==> config.mk <==
export PLATFORM = sky130hd
export DESIGN_NAME = masked_sbox_driver
export DESIGN_NICKNAME = d
export VERILOG_FILES = /design/src/rtl/masked_sbox_driver.sv
export SDC_FILE = /design/constraint.sdc
export NUM_CORES = 1
export LEC_CHECK = 0
export ABC_CLOCK_PERIOD_IN_PS = 2400
export CAP_MARGIN = 20
export CELL_PAD_IN_SITES_DETAIL_PLACEMENT = 1
export CELL_PAD_IN_SITES_GLOBAL_PLACEMENT = 2
export CORE_MARGIN = 1.5
export CORE_UTILIZATION = 24
export CTS_CLUSTER_DIAMETER = 100
export DETAILED_ROUTE_END_ITERATION = 7
export PLACE_DENSITY_LB_ADDON = 0.1
export SLEW_MARGIN = 20
export SYNTH_ARGS = -nofsm -noshare
export SYNTH_HDL_FRONTEND = slang
export SYNTH_SLANG_ARGS = --single-unit
==> constraint.sdc <==
create_clock -name clk -period 2.4 [get_ports clk]
set_input_delay 0.36 -clock clk [delete_from_list [all_inputs] [get_ports clk]]
set_output_delay 0.36 -clock clk [all_outputs]
set_load 0.02 [all_outputs]
==> src/rtl/masked_sbox_driver.sv <==
// Issuing side of the Synch interface for a first-order HPC2 4-bit Skinny S-box.
// Launches one shared nibble at a time, feeds LFSR randomness, waits for Synch, returns the shares.
module masked_sbox_driver #(
    parameter int          LATENCY     = 10,
    parameter int          FRESH_WIDTH = 13,
    parameter int          TIMEOUT     = 32,
    parameter logic [31:0] SEED        = 32'h1ACE_B00C
) (
    input  logic                   clk,
    input  logic                   rst,
    input  logic                   in_valid,
    output logic                   in_ready,
    input  logic [3:0]             in_s0,
    input  logic [3:0]             in_s1,
    input  logic                   seed_load,
    input  logic [31:0]            seed,
    output logic                   sbox_rst,
    output logic [3:0]             SI_s0,
    output logic [3:0]             SI_s1,
    output logic [FRESH_WIDTH-1:0] Fresh,
    input  logic [3:0]             SO_s0,
    input  logic [3:0]             SO_s1,
    input  logic                   Synch,
    output logic                   out_valid,
    input  logic                   out_ready,
    output logic [3:0]             out_s0,
    output logic [3:0]             out_s1,
    output logic                   err
);
    localparam logic [2:0] S_IDLE    = 3'd0;
    localparam logic [2:0] S_START   = 3'd1;
    localparam logic [2:0] S_WAIT    = 3'd2;
    localparam logic [2:0] S_CAPTURE = 3'd3;
    localparam logic [2:0] S_OUT     = 3'd4;

    // Right-shifting Galois form of x^32+x^22+x^2+x+1.
    localparam logic [31:0] TAPS = 32'h8020_0003;
    localparam int CW = $clog2(TIMEOUT);

    if (TIMEOUT <= LATENCY + 1) begin : g_bad_timeout
        $error("TIMEOUT must exceed LATENCY+1");
    end

    logic [2:0]    state;
    logic [CW-1:0] wait_cnt;
    logic [31:0]   lfsr;
    logic [31:0]   lfsr_step;

    assign in_ready  = !rst && (state == S_IDLE);
    assign sbox_rst  = rst || (state == S_START);
    assign out_valid = (state == S_OUT);
    assign Fresh     = lfsr[FRESH_WIDTH-1:0];
    assign lfsr_step = lfsr[0] ? ((lfsr >> 1) ^ TAPS) : (lfsr >> 1);

    // A zero seed would lock the LFSR, so it falls back to SEED.
    always_ff @(posedge clk) begin
        if (rst)
            lfsr <= SEED;
        else if (seed_load && state == S_IDLE)
            lfsr <= (seed == 32'd0) ? SEED : seed;
        else
            lfsr <= lfsr_step;
    end

    always_ff @(posedge clk) begin
        if (rst) begin
            state    <= S_IDLE;
            wait_cnt <= '0;
            SI_s0    <= 4'd0;
            SI_s1    <= 4'd0;
            out_s0   <= 4'd0;
            out_s1   <= 4'd0;
            err      <= 1'b0;
        end else begin
            case (state)
                S_IDLE: if (in_valid) begin
                    SI_s0 <= in_s0;
                    SI_s1 <= in_s1;
                    state <= S_START;
                end
                S_START: begin
                    wait_cnt <= '0;
                    state    <= S_WAIT;
                end
                // Synch in the last allowed cycle still wins over the timeout.
                S_WAIT: begin
                    if (Synch)
                        state <= S_CAPTURE;
                    else if (wait_cnt == CW'(TIMEOUT - 1)) begin
                        err   <= 1'b1;
                        state <= S_IDLE;
                    end else
                        wait_cnt <= wait_cnt + CW'(1);
                end
                S_CAPTURE: begin
                    out_s0 <= SO_s0;
                    out_s1 <= SO_s1;
                    state  <= S_OUT;
                end
                S_OUT: if (out_ready) state <= S_IDLE;
                default: state <= S_IDLE;
            endcase
        end
    end
endmodule

==> flow_summary.json, run 1 <==
{
  "dp_hpwl_mm": 5.02,
  "grt_pass1_vias": 2254,
  "fin_nets": 423,
  "cts_tree": "built",
  "crit_required_ps": 2040,
  "cellPowerDensity_nw_per_um2": 1020,
  "drt_wl_total_mm": 7.03,
  "port_buffers": 86,
  "die_h_um": 103,
  "setup_viol": 0,
  "grt_pass1_wl_mm": 11.2,
  "die_area_um2": 10600,
  "clock_skew_ps": 9.80,
  "setup-tns-final_ps": 0,
  "endpoint_kind": "primary output",
  "syn_inst": 296,
  "synth_compound_area_frac": 0.148,
  "final_layout_size_suffix_gt1_frac": 0.0806,
  "synth-adder-area-share": 0.0104,
  "vias": 2256,
  "cts_buffer_depth": 2,
  "cts_buffers": 9,
  "p_leak_uw": 0.00125,
  "hold_violations": 0,
  "finalWeightedCongestion": 0.728,
  "coreArea_um2": 9730,
  "post-route-min-period_ps": 2250,
  "grt_max_degree": 47,
  "outcome": "finished clean",
  "arrival_ps": 1890,
  "yosysWarnings": 0,
  "grt_overflow_total": 0,
  "antenna_left": 0,
  "drt-vias-per-instance": 4.47,
  "row_count": 36,
  "fin_area_um2": 3470,
  "ys_async_sr_fraction": 0,
  "synth_edf_count": 0,
  "area_delta_synth_final_pct": 44.8,
  "vdd_ir_drop_max_uv": 351,
  "ys_ff_latch": 57,
  "clk-insertion-delay-late_ps": 330,
  "place_area_um2": 3280,
  "grt.total_usage": 0.139,
  "dr.pass1.iters": 4,
  "crit_type": "flop to primary output",
  "avgSynthCellArea_um2": 8.09,
  "rsz0062_at_grt": "false",
  "seq_area_frac_synth": 0.476,
  "start_kind": "flop",
  "fin_crit_sh": 0.936,
  "drc": 0,
  "fmax_ghz": 0.445,
  "muxShareOfSynthArea": 0.00470,
  "max-slew-margin-rel": 0.680,
  "drt_iter0_markers": 32,
  "die_x_um": 103,
  "synth_nets": 352,
  "synthXorXnorAreaFrac": 0.0110,
  "final_common_cell": "clkdlybuf4s50_1",
  "synthSimpleGateAreaFrac": 0.259,
  "synth_top_family_by_area": "simple AND/OR/NAND/NOR gates",
  "cts_hold_buf": 0,
  "syn-cell-area_um2": 2390,
  "cts_setup_buffers": 0,
  "ys.flop_type": "dfxtp_1",
  "antenna_found_initial": 0,
  "avgRoutedWirePerCell_um": 13.9,
  "tightest_slew_ps": 479,
  "ys_types": 34,
  "h-tree-depth": 3,
  "layout_common_cells": "85 x clkdlybuf4s50_1, 74 x nand2_1, 55 x dfxtp_1, 51 x a21oi_1, 26 x nor3_1",
  "cts_root_buf": "clkbuf_8",
  "io_pins": 87,
  "cap_violations": 0,
  "start_util": 0.246,
  "drv_slew": 0,
  "cts_sinks": 57,
  "clkTransAtPathRegs_ps": 70,
  "antenna-diode-count": 0,
  "crit_fanout": 8,
  "hp-class": "primary input to flop"
}
## per-layer routing
metal / track usage / vias to the layer above / part of all wire
met2: 0.223 / 57 / 0.46
met5: 0 / - / 0
met1: 0.171 / 1058 / 0.47
met3: 0.0556 / 5 / 0.066
met4: 0.0468 / 0 / 0.0085
li1: - / 1136 / -
## cells in the mapped netlist, types with 4 or more instances
cell	number	area share
nand2_1	74	0.12
dfxtp_1	57	0.48
a21oi_1	51	0.11
nor3_1	26	0.054
buf_4	16	0.050
clkbuf_1	10	0.016
nor4_1	9	0.024
nor2_1	7	0.011
a211oi_1	4	0.013
inv_1	4	0.0063
## worst paths after layout
kind                 end  slack, ps   startpoint  cells after the start
max             sbox_rst        150     state[0]                      3
min          wait_cnt[0]        390          rst                      2
max reg2reg  wait_cnt[3]        500  wait_cnt[0]                      7
min reg2reg     lfsr[30]        440     lfsr[31]                      2
## power by group
part	internal [µW]	leakage [µW]	switching, µW	total, µW
combinational	580	0.000681	668	1250
clock	506	0.0000974	385	892
sequential	1210	0.000470	173	1390
total	2300	0.00125	1230	3520
## registers in the layout (all words and copies together) (netlist names)
register	cells
lfsr	32
wait_cnt	5
SI_s0	4
SI_s1	4
out_s0	4
out_s1	4
state	3
err	1
## critical path: stages, from the launching register on
cell and delay (ps):
dfxtp_2 450, nor3b_2 320, or2_2 190, clkdlybuf4s50_1 600
## final cells by class
| type | count | area [µm²] |
|---|---|---|
| fill | 1168 | 6260 |
| clock inverter | 3 | 40.0 |
| tap | 133 | 166 |
| timing repair buffer | 92 | 913 |
| clock buffer | 13 | 149 |
| sequential | 57 | 1140 |
| multi-input combinational | 202 | 1040 |
| inverter | 5 | 18.8 |
## logic make-up after synthesis
| kind of cell | after synthesis |
|---|---|
| adders and majority gates | 2 |
| muxes | 1 |
| AOI/OAI and AO/OA | 64 |
| buffers and inverters | 37 |
| DFF | 57 |
| and+or+nand+nor | 132 |
| xor gates and xnor gates | 3 |
## repair_timing
item,CTS,global route
gates resized for setup,1,1
setup endpoints to repair,1,1
endpoints found under the hold margin,0,0
## per-stage QoR
step / power (µW) / setup WS, ps / util / hold slack (ps) / std cells
final: 3520 / 155 / 0.356 / 390 / 505
after global routing: 3770 / 18.0 / 0.356 / 385 / 505
after CTS: 3600 / 73.8 / 0.356 / 371 / 505
after detailed placement: 2680 / 279 / 0.337 / 435 / 489
after global placement: 2670 / 255 / 0.337 / 435 / 489
after floorplan: 2250 / 681 / - / 422 / 296
Note: power is estimated with default switching activity, not from simulation.
==> run 2: changes to the inputs <==
--- a/config.mk
+++ b/config.mk
@@ -8,9 +8,9 @@
 export ABC_CLOCK_PERIOD_IN_PS = 2400
 export CAP_MARGIN = 20
 export CELL_PAD_IN_SITES_DETAIL_PLACEMENT = 1
-export CELL_PAD_IN_SITES_GLOBAL_PLACEMENT = 2
+export CELL_PAD_IN_SITES_GLOBAL_PLACEMENT = 1
 export CORE_MARGIN = 1.5
-export CORE_UTILIZATION = 24
+export CORE_UTILIZATION = 31
 export CTS_CLUSTER_DIAMETER = 100
 export DETAILED_ROUTE_END_ITERATION = 7
 export PLACE_DENSITY_LB_ADDON = 0.1
==> run 2 against run 1 <==
Against the previous run: fmax decreased by 2.5%; combinational power about the same; register-to-register slack about the same; die area decreased by 22%; design area decreased by 1.3%; clock skew decreased by 2.9 ps; via count increased by 0.80%; clock power increased by 5.8%; final cell count decreased by 7.3%; total power increased by 0.87%; count of clock-buffer cells in the layout unchanged; critical endpoint unchanged.
==> flow_summary.json, run 2 (synthesis results as in run 1) <==
{
  "antenna_left": 0,
  "port_buffers": 86,
  "dr.pass1.iters": 4,
  "finalWeightedCongestion": 0.747,
  "die_area_um2": 8260,
  "antenna-diode-count": 0,
  "start_kind": "flop",
  "h-tree-depth": 3,
  "cts_tree": "built",
  "vias": 2274,
  "fin_crit_sh": 0.960,
  "p_leak_uw": 0.00125,
  "grt_pass1_vias": 2207,
  "die_h_um": 90.9,
  "antenna_found_initial": 0,
  "cts_buffers": 9,
  "cts_root_buf": "clkbuf_8",
  "start_util": 0.325,
  "row_count": 31,
  "clk-insertion-delay-late_ps": 330,
  "vdd_ir_drop_max_uv": 512,
  "place_area_um2": 3210,
  "post-route-min-period_ps": 2300,
  "grt_max_degree": 67,
  "crit_required_ps": 2040,
  "area_delta_synth_final_pct": 42.8,
  "final_layout_size_suffix_gt1_frac": 0.0786,
  "hold_violations": 0,
  "post-place-ws_ps": 303,
  "drt_wl_total_mm": 6.57,
  "grt_pass1_wl_mm": 10.9,
  "final_common_cell": "clkdlybuf4s50_1",
  "hp-class": "primary input to flop",
  "grt.total_usage": 0.168,
  "top_regs": "lfsr (32), wait_cnt (5)",
  "fmax_ghz": 0.434,
  "outcome": "finished clean",
  "grt_overflow_total": 0,
  "setup-tns-final_ps": 0,
  "crit_type": "flop to primary output",
  "cts_buffer_depth": 2,
  "rsz0062_at_grt": "false",
  "drc": 0,
  "largest_register_ffs": 32,
  "drt_iter0_markers": 59,
  "clkTransAtPathRegs_ps": 60,
  "endpoint_kind": "primary output",
  "drt-vias-per-instance": 4.86,
  "clock_skew_ps": 6.92,
  "fin_nets": 421,
  "cap_violations": 0,
  "drv_slew": 0,
  "setup_viol": 0,
  "regMostFlops": "lfsr",
  "layout_common_cells": "85 x clkdlybuf4s50_1, 74 x nand2_1, 56 x dfxtp_1, 51 x a21oi_1, 26 x nor3_1",
  "io_pins": 87,
  "max-slew-margin-rel": 0.544,
  "dp_hpwl_mm": 4.73,
  "die_x_um": 90.9,
  "fin_area_um2": 3420,
  "crit_fanout": 10,
  "cellPowerDensity_nw_per_um2": 1040,
  "worst_slack_ps": 96.8,
  "avgRoutedWirePerCell_um": 14.0,
  "arrival_ps": 1940,
  "tightest_slew_ps": 683,
  "cts_sinks": 57,
  "coreArea_um2": 7370
}
==> run 2: cell types whose count changed in the layout (fill, tap and decap cells not counted), sizes merged <==
cell,previous run,this run
buf,7,5
clkinv,3,2
==> run 2: stage by stage <==
stage	power, µW	utilization	std cells	hold WS [ps]
after global placement	2620	0.435	453	427
after detailed placement	2650	0.435	453	439
after global routing	3800	0.464	468	236
after floorplan	2250	-	296	422
final	3560	0.464	468	238
after CTS	3620	0.464	468	226
==> run 2: worst paths after layout <==
check	start	cells after the start	slack, ps	endpoint
worst max-delay path	state[2]	3	100	sbox_rst
worst min-delay path	rst	2	240	err
worst max register to register	wait_cnt[0]	7	510	wait_cnt[3]
worst min register to register	lfsr[21]	2	440	lfsr[20]
==> run 2: layout make-up <==
| type | instances | area (µm²) |
|---|---|---|
| Clock buffer | 13 | 179 |
| Inverter | 5 | 18.8 |
| Multi-Input combinational cell | 202 | 1040 |
| Sequential cell | 57 | 1140 |
| Tap cell | 99 | 124 |
| Fill cell | 902 | 3950 |
| Timing Repair Buffer | 90 | 886 |
| Clock inverter | 2 | 35.0 |
==> run 2: report_power, final <==
part	leakage [µW]	switching, µW	internal (µW)
logic	0.000666	667	561
registers	0.000469	172	1210
clock network	0.000112	359	585
total	0.00125	1200	2360
==> run 2: worst max-delay path, stage by stage, from the launching register on <==
cell and delay (ps):
dfxtp_1 600, nor3b_2 140, or2_2 330, clkdlybuf4s50_1 550
==> run 2: repair_timing <==
action	in CTS	in global routing
resized for setup	1	0
setup buffers	0	0
hold endpoints to repair	0	0
hold buffers	0	0
setup endpoints to repair	1	0
==> run 2: metal layers <==
layer	vias to the layer above	GRT usage	share of wire
met5	-	0	0
met4	0	0.0586	0.0090
met1	1081	0.199	0.44
li1	1141	-	-
met3	4	0.0556	0.046
met2	48	0.284	0.50
